--- src/rtl/dec_scan_reg_if.sv ---
// Bus bundle for dec_scan_reg: control/address inputs and decoded outputs.
// master drives control, slave (the decoder) drives D/idx/wrap.
interface dec_scan_reg_if #(
  parameter int N = 5
);
  logic             mode;
  logic [N-1:0]     A;
  logic             En;
  logic             hold;
  logic [0:2**N-1]  D;
  logic [N-1:0]     idx;
  logic             wrap;

  modport master (output mode, A, En, hold, input D, idx, wrap);
  modport slave  (input mode, A, En, hold, output D, idx, wrap);
endinterface

--- src/rtl/dec_scan_reg.sv ---
// Registered N-to-2^N one-hot decoder with polarity select and auto-scan.
//
// state     | meaning
// ----------+---------------------------------------------------------------
// ST_DIRECT | last clocked mode was direct; a mode=1 cycle is a scan entry
// ST_SCAN   | scan running; index steps every DWELL enabled, unheld cycles
module dec_scan_reg #(
  parameter int N          = 5,
  parameter bit ACTIVE_LOW = 1'b0,
  parameter int DWELL      = 4
) (
  input logic          clk,
  input logic          rst,
  dec_scan_reg_if.slave bus
);

  localparam int W  = 2 ** N;
  localparam int CW = (DWELL > 1) ? $clog2(DWELL) : 1;

  localparam logic [0:W-1]  INACT    = ACTIVE_LOW ? {W{1'b1}} : {W{1'b0}};
  localparam logic          ACT_BIT  = ~ACTIVE_LOW;
  localparam logic [CW-1:0] CNT_LAST = CW'(DWELL - 1);

  typedef enum logic {ST_DIRECT, ST_SCAN} state_t;

  state_t          state_q, state_d;
  logic [N-1:0]    idx_q, idx_d;
  logic [CW-1:0]   cnt_q, cnt_d;
  logic [0:W-1]    d_q, d_d;
  logic            wrap_q, wrap_d;
  logic [N-1:0]    dec_idx;
  logic            sel_en;

  // State and output registers; reset returns to direct with everything inactive.
  always_ff @(posedge clk or posedge rst) begin
    if (rst) begin
      state_q <= ST_DIRECT;
      idx_q   <= '0;
      cnt_q   <= '0;
      d_q     <= INACT;
      wrap_q  <= 1'b0;
    end else begin
      state_q <= state_d;
      idx_q   <= idx_d;
      cnt_q   <= cnt_d;
      d_q     <= d_d;
      wrap_q  <= wrap_d;
    end
  end

  // Next-state: direct load, scan entry load, or scan step/freeze.
  always_comb begin
    state_d = bus.mode ? ST_SCAN : ST_DIRECT;
    idx_d   = idx_q;
    cnt_d   = cnt_q;
    wrap_d  = 1'b0;
    sel_en  = 1'b0;
    dec_idx = idx_q;

    if (!bus.mode || state_q == ST_DIRECT) begin
      // Direct decode and scan entry share the same load of A; entry beats hold.
      idx_d   = bus.A;
      cnt_d   = '0;
      dec_idx = bus.A;
      sel_en  = bus.En;
    end else if (!bus.En) begin
      sel_en = 1'b0;
    end else if (bus.hold) begin
      sel_en = 1'b1;
    end else begin
      sel_en = 1'b1;
      if (cnt_q == CNT_LAST) begin
        cnt_d  = '0;
        idx_d  = idx_q + N'(1);
        wrap_d = (idx_q == {N{1'b1}});
      end else begin
        cnt_d = cnt_q + CW'(1);
      end
      dec_idx = idx_d;
    end
  end

  // One-hot decode of the selected index, all inactive when not enabled.
  always_comb begin
    d_d = INACT;
    for (int k = 0; k < W; k++) begin
      if (sel_en && dec_idx == N'(k)) d_d[k] = ACT_BIT;
    end
  end

  assign bus.D    = d_q;
  assign bus.idx  = idx_q;
  assign bus.wrap = wrap_q;

endmodule

--- src/flat_wrapper.sv ---
// flat-port wrapper written by rule: the top's interface ports become plain ports
module dec_scan_reg_flat 
#(
  parameter int N          = 5,
  parameter bit ACTIVE_LOW = 1'b0,
  parameter int DWELL      = 4
)
  (clk, rst, bus_mode, bus_A, bus_En, bus_hold, bus_D, bus_idx, bus_wrap);
  dec_scan_reg_if #(.N(N)) bus_i ();
  input logic clk;
  input logic rst;
  input wire logic [$bits(bus_i.mode)-1:0] bus_mode;
  input wire logic [$bits(bus_i.A)-1:0] bus_A;
  input wire logic [$bits(bus_i.En)-1:0] bus_En;
  input wire logic [$bits(bus_i.hold)-1:0] bus_hold;
  output wire logic [$bits(bus_i.D)-1:0] bus_D;
  output wire logic [$bits(bus_i.idx)-1:0] bus_idx;
  output wire logic [$bits(bus_i.wrap)-1:0] bus_wrap;
  assign bus_i.mode = bus_mode;
  assign bus_i.A = bus_A;
  assign bus_i.En = bus_En;
  assign bus_i.hold = bus_hold;
  assign bus_D = bus_i.D;
  assign bus_idx = bus_i.idx;
  assign bus_wrap = bus_i.wrap;
  dec_scan_reg #(.N(N), .ACTIVE_LOW(ACTIVE_LOW), .DWELL(DWELL)) u_core (.clk(clk), .rst(rst), .bus(bus_i));
endmodule
--- config.mk ---
export PLATFORM = sky130hd
export DESIGN_NAME = dec_scan_reg_flat
export DESIGN_NICKNAME = d
export VERILOG_FILES = /design/src/rtl/dec_scan_reg_if.sv /design/src/rtl/dec_scan_reg.sv /design/src/flat_wrapper.sv
export SDC_FILE = /design/constraint.sdc
export NUM_CORES = 1
export LEC_CHECK = 0
export ABC_AREA = 0
export CORE_MARGIN = 1
export CORE_UTILIZATION = 50
export DETAILED_ROUTE_END_ITERATION = 7
export PLACE_DENSITY_LB_ADDON = 0.1
export SYNTH_ARGS = -nofsm -noshare
export SYNTH_HDL_FRONTEND = slang
export SYNTH_SLANG_ARGS = --single-unit
--- constraint.sdc ---
create_clock -name clk -period 6.4 [get_ports clk]
set_clock_uncertainty 0.05 [all_clocks]
set_input_delay 0.64 -clock clk [delete_from_list [all_inputs] [get_ports clk]]
set_output_delay 0.64 -clock clk [all_outputs]
set_load 0.05 [all_outputs]
==> flow_summary.toml, run 1 <==
[status]
outcome = "finished clean"

[grt]
track_usage = 0.229
grt_pass1_vias = 1207
grt_pass1_wl_um = 5910
grt_max_degree = 42
antenna_found_initial = 0
grt_overflow = 0

[placed_design]
post-dp-hpwl_um = 2480
gp_congestion = 0.844
placed_area_mm2 = 0.00220
portBuffers = 47

[sta]
timing.final.crit_share = 0.408
finalCriticalPeriod_ns = 2.61
worstMarginPinSlew_ns = 1.12
slew_headroom = 0.251
hold_violations = 0
setup-tns-final_ns = 0
rsz0062_at_grt = "no"
drv_slew = 0
final-setup-viol-count = 0
fmax_ghz = 0.383

[logic_synthesis]
yosysUniqueCellTypes = 38
avgSynthCellArea_um2 = 12.4
ys_async_sr_fraction = 1.00
synth.top_cells.by_area = "dfrtp_1, a211oi_1, nor3_1"
synth_edf_count = 0
ys_seq_area_frac = 0.599
synthTopCellsByCount = "dfrtp_1, nor3_1, a211oi_1, nor2_1, nand2_1"
ys_ff_latch = 41
yosys_warnings = 0
synth_most_common_cell = "dfrtp_1"
syn_nets = 152
synth_cells = 138
ys.flop_type = "dfrtp_1"
synth_top_area_frac = 0.599
synth_top_area_cell = "dfrtp_1"
syn_area_mm2 = 0.00171

[die]
die-area_mm2 = 0.00366
core_area_mm2 = 0.00315
die_w_um = 60.5
io-pin-count = 48
fp.dieH_um = 60.5
std_cell_rows = 20
start_util = 0.543

[clocking]
h-tree-depth = 2
cts.sinks = 41
root_buffer = "clkbuf_4"
clockBufferDepth = 2
clk_pin_slew_ns = 0.11
cts_resized = 0
cts_hold_buf = 0
postCtsSetupBuffers = 0
cts_tree = "built"
numCtsBuffers = 5
clock_latency_ns = 0.34

[worst_hold_path]
hold_class = "flop to flop"
hold_path_end = "u_core.cnt_q[1]$_DFFE_PP0P_"
hold_depth = 2
hold_start = "u_core.cnt_q[1]$_DFFE_PP0P_"

[layout]
insertedDiodeCount = 0
final_nets = 202
drive_gt1_frac = 0.0847
syn2layout_area_growth_pct = 33.5
design_area_mm2 = 0.00228

[critical_path]
cp-end-kind = "flop"
worstRegToRegCells = 7
worstPathArrival_ns = 2.75
crit_path_start_kind = "input pin"
timing.rr.end = "u_core.bus.D[0]$_DFF_PP0_"
r2r_setup_slack_ns = 3.87
worstPathMaxFanout = 16
cp.required_ns = 6.53
critPathKind = "input pin to flop"
rr_startpoint = "u_core.bus.idx[0]$_DFF_PP0_"

[detailed_routing]
routedWlPerCell_um = 15.4
drt_iter0_markers = 24
drc = 0
viasPerCell = 5.65
route.vias.total = 1317
ant_nets = 0
drt-total-wl_um = 3590
drtPass1Iterations = 4

[pwr]
ir_worst_vdd_v = 0.000151
p_per_area_mw_per_mm2 = 230
cellLeakagePower_nw = 0.944

[run]
maxCapViolCount = 0
-- worst max-delay path, stage by stage --
cell and delay, ns:
clkdlybuf4s50_1 0.48, and2_1 0.44, nor2_1 0.14, o21ai_1 0.88, nor3_1 0.16
-- area by class of cell --
type / instances / area [µm²]
flip-flops and latches: 41 / 1030
repair buffers: 48 / 478
multi-input cells: 90 / 633
clock buffers: 7 / 55.1
inverters: 2 / 7.51
well taps: 44 / 55.1
clock inverters: 1 / 30.0
fillers: 241 / 868
-- state kept, by name (all words and copies together) (netlist names) --
name	flops
u_core.bus.D	32
u_core.bus.idx	5
u_core.bus.wrap	1
u_core.cnt_q	2
u_core.state_q	1
-- cells by family (layout without fill, tap and decap cells) --
logic type / Yosys count / count (layout) / synth area share
xor+xnor: 3 / 3 / 0.0154
flops: 41 / 41 / 0.599
buf+inv: 7 / 58 / 0.0307
simple gates: 47 / 47 / 0.145
fa+ha+maj: 4 / 4 / 0.0292
mux: 2 / 2 / 0.0117
compound gates: 34 / 34 / 0.168
-- per-stage QoR --
stage / setup WS (ns) / total power (W) / cells / hold WS, ns / util
6_report: 3.79 / 0.000525 / 233 / 0.532 / 0.725
5_1_grt: 3.53 / 0.000542 / 233 / 0.581 / 0.725
4_1_cts: 3.79 / 0.000526 / 233 / 0.537 / 0.725
3_5_place_dp: 3.42 / 0.000357 / 225 / 0.513 / 0.698
3_3_place_gp: 3.53 / 0.000355 / 225 / 0.487 / 0.698
2_1_floorplan: 3.99 / 0.000331 / 138 / 0.467 / -
-- where the power goes --
group	internal [W]	total, W	leakage (nW)	switching, W
Combinational	0.0000257	0.0000818	0.342	0.0000561
Sequential	0.000265	0.000270	0.556	0.00000505
Clock	0.0000933	0.000173	0.0455	0.0000793
-- worst max-delay path by stage --
stage	cells past startpoint	end	start
final	5	u_core.bus.D[0]$_DFF_PP0_	bus_mode
after global routing	5	u_core.bus.D[0]$_DFF_PP0_	bus_mode
after CTS	5	u_core.bus.D[0]$_DFF_PP0_	bus_mode
after detailed placement	5	u_core.bus.D[5]$_DFF_PP0_	bus_mode
after global placement	5	u_core.bus.D[12]$_DFF_PP0_	bus_mode
after floorplan	9	u_core.bus.D[31]$_DFF_PP0_	u_core.bus.idx[0]$_DFF_PP0_
-- layout by cell type (no fill, tap or decap), types with 2 or more instances in the layout --
cell,n
nand3b_1,2
nand3_1,2
nand2_1,5
a211oi_2,2
inv_1,2
and2_1,3
o211ai_1,3
nor2_1,10
o21ai_1,2
clkbuf_4,5
dfrtp_1,41
xnor2_1,2
a21oi_1,2
clkdlybuf4s50_1,47
a41oi_2,2
nor3_1,18
mux2i_1,2
ha_1,4
a211oi_1,14
-- metal layers --
| metal | global-route usage | routed length (µm) | up-vias | share of wire |
|---|---|---|---|---|
| met1 | 0.300 | 1470 | 653 | 0.41 |
| met2 | 0.363 | 1830 | 45 | 0.51 |
| li1 | - | - | 611 | - |
| met4 | 0.101 | 82 | 0 | 0.023 |
| met5 | 0 | 0 | - | 0 |
| met3 | 0.0597 | 205 | 8 | 0.057 |
(Power assumes the default switching activity.)
==> run 2: changes to the inputs <==
Settings changed: CORE_UTILIZATION 50 to 47.
Clock period 6.4 ns to 2.5 ns, I/O delays scaled along.
==> run 2 against run 1 <==
Compared with the run above:
- hold slack worse by 0.28 ns
- via count is 0.84% lower
- critical path depth is 3 higher
- combinational power grew to 2.6 times the previous value
- clock power grew to 3.1 times the previous value
- largest cell class unchanged
- largest power group unchanged
==> flow_summary.toml, run 2 (synthesis gave the netlist of run 1 again) <==
[grt]
grt-busiest-layer = "met2"
grt_overflow = 0
track_usage = 0.209
antenna_found_initial = 0
grt_max_degree = 42
grt_pass1_wl_um = 6240
grt_util_met3 = 0.0607
grtUsageMet2 = 0.337
grt_use_met1 = 0.256
grt_pass1_vias = 1346

[die]
start_util = 0.501
die-area_mm2 = 0.00389
fp.dieH_um = 62.3
die_w_um = 62.3
std_cell_rows = 21
core_area_mm2 = 0.00342
io-pin-count = 48

[critical_path]
critPathKind = "flop to flop"
cpMostUsedCell = "ha_1"
timing.rr.end = "u_core.bus.D[11]$_DFF_PP0_"
cp-end-kind = "flop"
cp_slowest_cell = "dfrtp_1"
crit_path_start_kind = "flop"
crit_path_end = "u_core.bus.D[11]$_DFF_PP0_"
worstPathMaxFanout = 12
rr_startpoint = "u_core.bus.idx[0]$_DFF_PP0_"
cp.required_ns = 2.70
worstPathArrival_ns = 2.54
path_cells = "ha_1 -> and3_1 -> ha_1 -> and2_1 -> a221oi_2 -> o21ai_1 -> buf_4 -> a211oi_1"
cp-startpoint = "u_core.bus.idx[0]$_DFF_PP0_"
r2r_setup_slack_ns = 0.17
worstRegToRegCells = 8
slowest_delay_ns = 0.45

[clocking]
cts.sinks = 41
clockBufferDepth = 2
h-tree-depth = 2
cts_hold_buf = 0
root_buffer = "clkbuf_4"
clock_latency_ns = 0.35
cts_tree = "built"
clk_pin_slew_ns = 0.13
numCtsBuffers = 5

[layout]
drive_gt1_frac = 0.109
largest_register_ffs = 32
multi_input_area_um2 = 636
fill_cells = 264
register_area_mm2 = 0.00103
syn2layout_area_growth_pct = 36.3
layout_commonest_cell = "clkdlybuf4s50_1"
final_nets = 205
insertedDiodeCount = 0
final_cell_mix = "clkdlybuf4s50_1, dfrtp_1, nor3_1"

[sta]
setup-tns-final_ns = 0
rsz0062_at_grt = "no"
timing.final.crit_share = 0.933
drv_slew = 0
final-setup-viol-count = 0
worstMarginPinSlew_ns = 0.792
hold_violations = 0
finalCriticalPeriod_ns = 2.33
slew_headroom = 0.469
hold_ws_ns = 0.248
fmax_ghz = 0.429

[pwr]
switchingPower_w = 0.000387
p_per_area_mw_per_mm2 = 621
p_sw_frac = 0.267
cellLeakagePower_nw = 0.968
p_comb_frac = 0.148
internal_power_w = 0.00106
ir_worst_vdd_v = 0.000354
seqPwrFrac = 0.477
p_clk_frac = 0.375

[detailed_routing]
drt-total-wl_um = 3660
ant_nets = 0
route.vias.total = 1306
viasPerCell = 5.49
routedWlPerCell_um = 15.4
drt_iter0_markers = 43
drtPass1Iterations = 4
drc = 0

[placed_design]
gp_congestion = 0.859
post-dp-hpwl_um = 2520
portBuffers = 47

[worst_hold_path]
hold_class = "input pin to asynchronous set/reset pin"

[run]
maxCapViolCount = 0

[status]
outcome = "finished clean"
==> run 2: cell count changes in the layout (fill, tap and decap cells not counted), sizes merged <==
cell / before / now
clkbuf: 7 / 5
buf: 1 / 4
bufinv: 1 / 2
inv: 2 / 3
==> run 2: worst min path at each step <==
stage          slack (ns)  cells past startpoint                     endpoint
2_1_floorplan        0.23                      0     u_core.state_q$_DFF_PP0_
3_3_place_gp         0.48                      2  u_core.cnt_q[1]$_DFFE_PP0P_
3_5_place_dp         0.51                      2  u_core.cnt_q[1]$_DFFE_PP0P_
4_1_cts              0.26                      3   u_core.bus.D[30]$_DFF_PP0_
5_1_grt              0.32                      1     u_core.state_q$_DFF_PP0_
6_report             0.25                      3   u_core.bus.D[17]$_DFF_PP0_
==> run 2: metal layers <==
layer	vias up	routed length, µm
met5	-	0
met4	0	74
met3	8	212
met2	54	1800
met1	623	1570
li1	621	-
==> run 2: power groups by stage <==
stage	clock, W	sequential (W)	combinational, W
floorplan	0	0.000754	0.0000932
global placement	0	0.000704	0.000209
detailed placement	0	0.000705	0.000214
CTS	0.000556	0.000692	0.000215
global route	0.000579	0.000695	0.000231
finish	0.000543	0.000692	0.000215
==> run 2: metrics by stage <==
step	setup slack (ns)	instance area, µm²	std cells	total power, W	utilization
2_1_floorplan	0.0869	1710	138	0.000847	-
3_3_place_gp	0.154	2220	230	0.000913	0.651
3_5_place_dp	0.0808	2220	230	0.000919	0.651
4_1_cts	0.0591	2330	238	0.00146	0.682
5_1_grt	0.0158	2330	238	0.00151	0.683
6_report	0.168	2330	238	0.00145	0.683
==> run 2: worst max-delay path: cells and delay by family, from the launching register on <==
kind,cells,cell delay (ns)
fa+ha+maj,2,0.49
buf+inv,1,0.22
compound gates,3,0.72
flops,1,0.45
simple gates,2,0.29
==> run 2: what timing repair did <==
action	CTS	global route
endpoints found under the setup margin	0	8
buffers inserted	0	0
gates resized for setup	0	2
==> run 2: cell type report <==
| type | count | share of cell area |
|---|---|---|
| clock buffer | 5 | 0.0161 |
| clock inverter | 3 | 0.0295 |
| inverter | 2 | 0.00322 |
| multi-input combinational | 90 | 0.272 |
| sequential | 41 | 0.440 |
| tap | 46 | 0.0247 |
| timing repair buffer | 51 | 0.214 |
==> RTL edit: new RTL, config.mk and constraints of run 2 <==
`N` is set to 5 in 3 places; all go to 7.
--- a/src/rtl/dec_scan_reg_if.sv
+++ b/src/rtl/dec_scan_reg_if.sv
@@ -1,7 +1,7 @@
 // Bus bundle for dec_scan_reg: control/address inputs and decoded outputs.
 // master drives control, slave (the decoder) drives D/idx/wrap.
 interface dec_scan_reg_if #(
-  parameter int N = 5
+  parameter int N = 7
 );
   logic             mode;
   logic [N-1:0]     A;
--- a/src/rtl/dec_scan_reg.sv
+++ b/src/rtl/dec_scan_reg.sv
@@ -5,7 +5,7 @@
 // ST_DIRECT | last clocked mode was direct; a mode=1 cycle is a scan entry
 // ST_SCAN   | scan running; index steps every DWELL enabled, unheld cycles
 module dec_scan_reg #(
-  parameter int N          = 5,
+  parameter int N          = 7,
   parameter bit ACTIVE_LOW = 1'b0,
   parameter int DWELL      = 4
 ) (
--- a/src/flat_wrapper.sv
+++ b/src/flat_wrapper.sv
@@ -1,7 +1,7 @@
 // flat-port wrapper written by rule: the top's interface ports become plain ports
 module dec_scan_reg_flat 
 #(
-  parameter int N          = 5,
+  parameter int N          = 7,
   parameter bit ACTIVE_LOW = 1'b0,
   parameter int DWELL      = 4
 )
Ports: changed (resized bus_A, bus_D and bus_idx); port bits go from 48 to 148. The function was not compared with the original's and may differ.
==> RTL edit against run 2 <==
  * Combinational power is 110% higher
  * Sequential cell count is 98 higher
  * Via count grew to 2.7 times the old value
  * Area after synthesis grew to 2.8 times the old value
  * Critical path depth fell by 2
  * Design area rose to 3.1 times the old value
  * Total power rose to 3.6 times the old value
  * Routed wire length grew to 3.3 times the old value
  * Global-route usage is 3.8 points higher
  * Setup slack worse by 0.035 ns
  * Synthesized cell count rose to 2.8 times the old value
  * Critical path type unchanged
  * Largest cell class unchanged
==> RTL edit: results (changes against run 2) <==
status completed (unchanged); register area share after synthesis 0.737 (was 0.599); worst-margin pin slew 0.701 ns (was 0.792 ns); predominant post-synthesis flop cell dfrtp_1 (unchanged); latest clock arrival within the worst-skew pair 0.51 ns (was 0.35 ns); depth of the CTS H-tree 4 (was 2); most common library cells after synthesis 139 x dfrtp_1, 135 x nor2_1, 13 x nand2_1, 12 x clkbuf_1, 11 x nand3_1 (was 41 x dfrtp_1, 18 x nor3_1, 14 x a211oi_1, 10 x nor2_1, 5 x nand2_1); Hold Slack 0.188 ns (was 0.248 ns); routed wl met2 6340 um (was 1800 um); routed length per instance 17.0 um (was 15.4 um); layout cells sized above 1 0.129 (was 0.109); maximum fanout encountered on the critical timing path 8 (was 12); Final Wtd Congestion 0.930 (was 0.859); net total in the final layout 581 (was 205); violation count after the first detailed-routing iteration 178 (was 43); root buffer selected by CTS clkbuf_8 (was clkbuf_4); reg-to-reg critical path endpoint u_core.bus.D[32]$_DFF_PP0_ (was u_core.bus.D[11]$_DFF_PP0_); Cells on Worst Hold Path 1; overall routing resource usage 0.247 (was 0.209); met1 routed wirelength after detailed routing 4970 um (was 1570 um); max FFs per register 128 (was 32); post-DR vias/cell 4.95 (was 5.49); number of nets in the synthesized netlist 404 (was 152); HPWL after DPL 8240 um (was 2520 um); worst flop-to-flop path startpoint u_core.cnt_q[0]$_DFFE_PP0P_ (was u_core.bus.idx[0]$_DFF_PP0_); delay of the slowest cell on the worst path 0.47 ns (was 0.45 ns); met3 wire length 585 um (was 212 um); largest cells by area after synthesis dfrtp_1 74%, nor2_1 11%, nand3_1 1.2%, nand2_1 1.0%, clkbuf_1 0.95% (was dfrtp_1 60%, a211oi_1 6.1%, nor3_1 5.3%, ha_1 2.9%, nor2_1 2.2%); critical path data arrival time 2.69 ns (was 2.54 ns); wire length of the first global-routing pass 18,700 um (was 6240 um); maximum vdd ir drop 0.000484 V (was 0.000354 V); library cells used by synthesis 39 (was 38); number of clock buffers inserted by TritonCTS 17 (was 5); vias in the first global route 3,460 (was 1,346); type of the most critical hold path input pin to flip-flop (was input pin to asynchronous set/reset pin); buffers added on ports 147 (was 47); Worst R2R Setup Slack 0.13 ns (was 0.17 ns); standard cell with the maximum stage delay on the critical path or3_1 (was dfrtp_1); register clock-pin slew on the reported worst setup and hold paths 0.06 ns (was 0.13 ns); static leakage power 3.22 nW (was 0.968 nW); logic depth of the worst register-to-register path 6 (was 8)
-- RTL edit: cell types whose count changed after synthesis, moves of 8 or more --
cell      before  now
nand3_1        2   11
nand2_1        5   13
dfrtp_1       41  139
clkbuf_1       1   12
nor2_1        10  135
a211oi_1      14    0
nor3_1        18    5
-- RTL edit: power breakdown --
part	switching (mW)	total (mW)	internal, mW
Sequential	0.0215	2.30	2.27
Clock	0.986	2.43	1.44
Combinational	0.298	0.443	0.145
Total	1.31	5.16	3.86
-- RTL edit: how the worst max path moves through the flow --
stage	from	to	slack (ns)
floorplan	u_core.bus.idx[0]$_DFF_PP0_	u_core.bus.D[63]$_DFF_PP0_	0.01
global placement	bus_En	u_core.bus.D[33]$_DFF_PP0_	0.04
detailed placement	bus_En	u_core.bus.D[23]$_DFF_PP0_	-0.07
CTS	u_core.cnt_q[0]$_DFFE_PP0P_	u_core.bus.D[103]$_DFF_PP0_	0.06
global route	u_core.cnt_q[0]$_DFFE_PP0P_	u_core.bus.D[60]$_DFF_PP0_	-0.02
finish	u_core.cnt_q[0]$_DFFE_PP0P_	u_core.bus.D[32]$_DFF_PP0_	0.13
-- RTL edit: critical path, delay by kind of cell, from the launching register on --
family,cells,cell delay (ns)
simple gates,4,1.17
compound gates,1,0.38
flops,1,0.37
fa+ha+maj,1,0.25
-- RTL edit: layer usage --
metal	up-vias	global-route usage
met5	-	0
met4	0	0.0912
met3	16	0.0492
met2	117	0.414
met1	1757	0.322
li1	1638	-
-- RTL edit: stage by stage --
| stage | setup TNS (ns) | instances | cell area (um^2) | setup slack, ns |
|---|---|---|---|---|
| final | 0 | 713 | 7170 | 0.133 |
| after global routing | -0.0710 | 713 | 7170 | -0.0239 |
| after CTS | 0 | 712 | 7140 | 0.0586 |
| after detailed placement | -1.33 | 680 | 6560 | -0.0682 |
| after global placement | 0 | 680 | 6560 | 0.0440 |
| after floorplan | 0 | 390 | 4720 | 0.0140 |
-- RTL edit: logic make-up (layout without fill, tap and decap cells) --
family / after synthesis / count (layout) / share of synthesized area
flops: 139 / 139 / 0.737
compound gates: 36 / 36 / 0.0604
xor+xnor: 2 / 2 / 0.00371
mux: 1 / 1 / 0.00212
buf+inv: 23 / 213 / 0.0225
simple gates: 187 / 187 / 0.169
fa+ha+maj: 2 / 2 / 0.00530
-- RTL edit: timing repair --
action | 4_1_cts | 5_1_grt
resized for setup | 0 | 4
buffers inserted | 0 | 1
setup endpoints to repair | 0 | 35
hold endpoints to repair | 0 | 0
-- RTL edit: final cells by class --
cell class                 count  area, um^2
clock buffer                  18         418
clock inverter                14         159
fill                         689        2600
inverter                       3        20.0
multi-input combinational    228        1160
sequential                   139        3480
tap                          133         166
timing repair buffer         178        1770
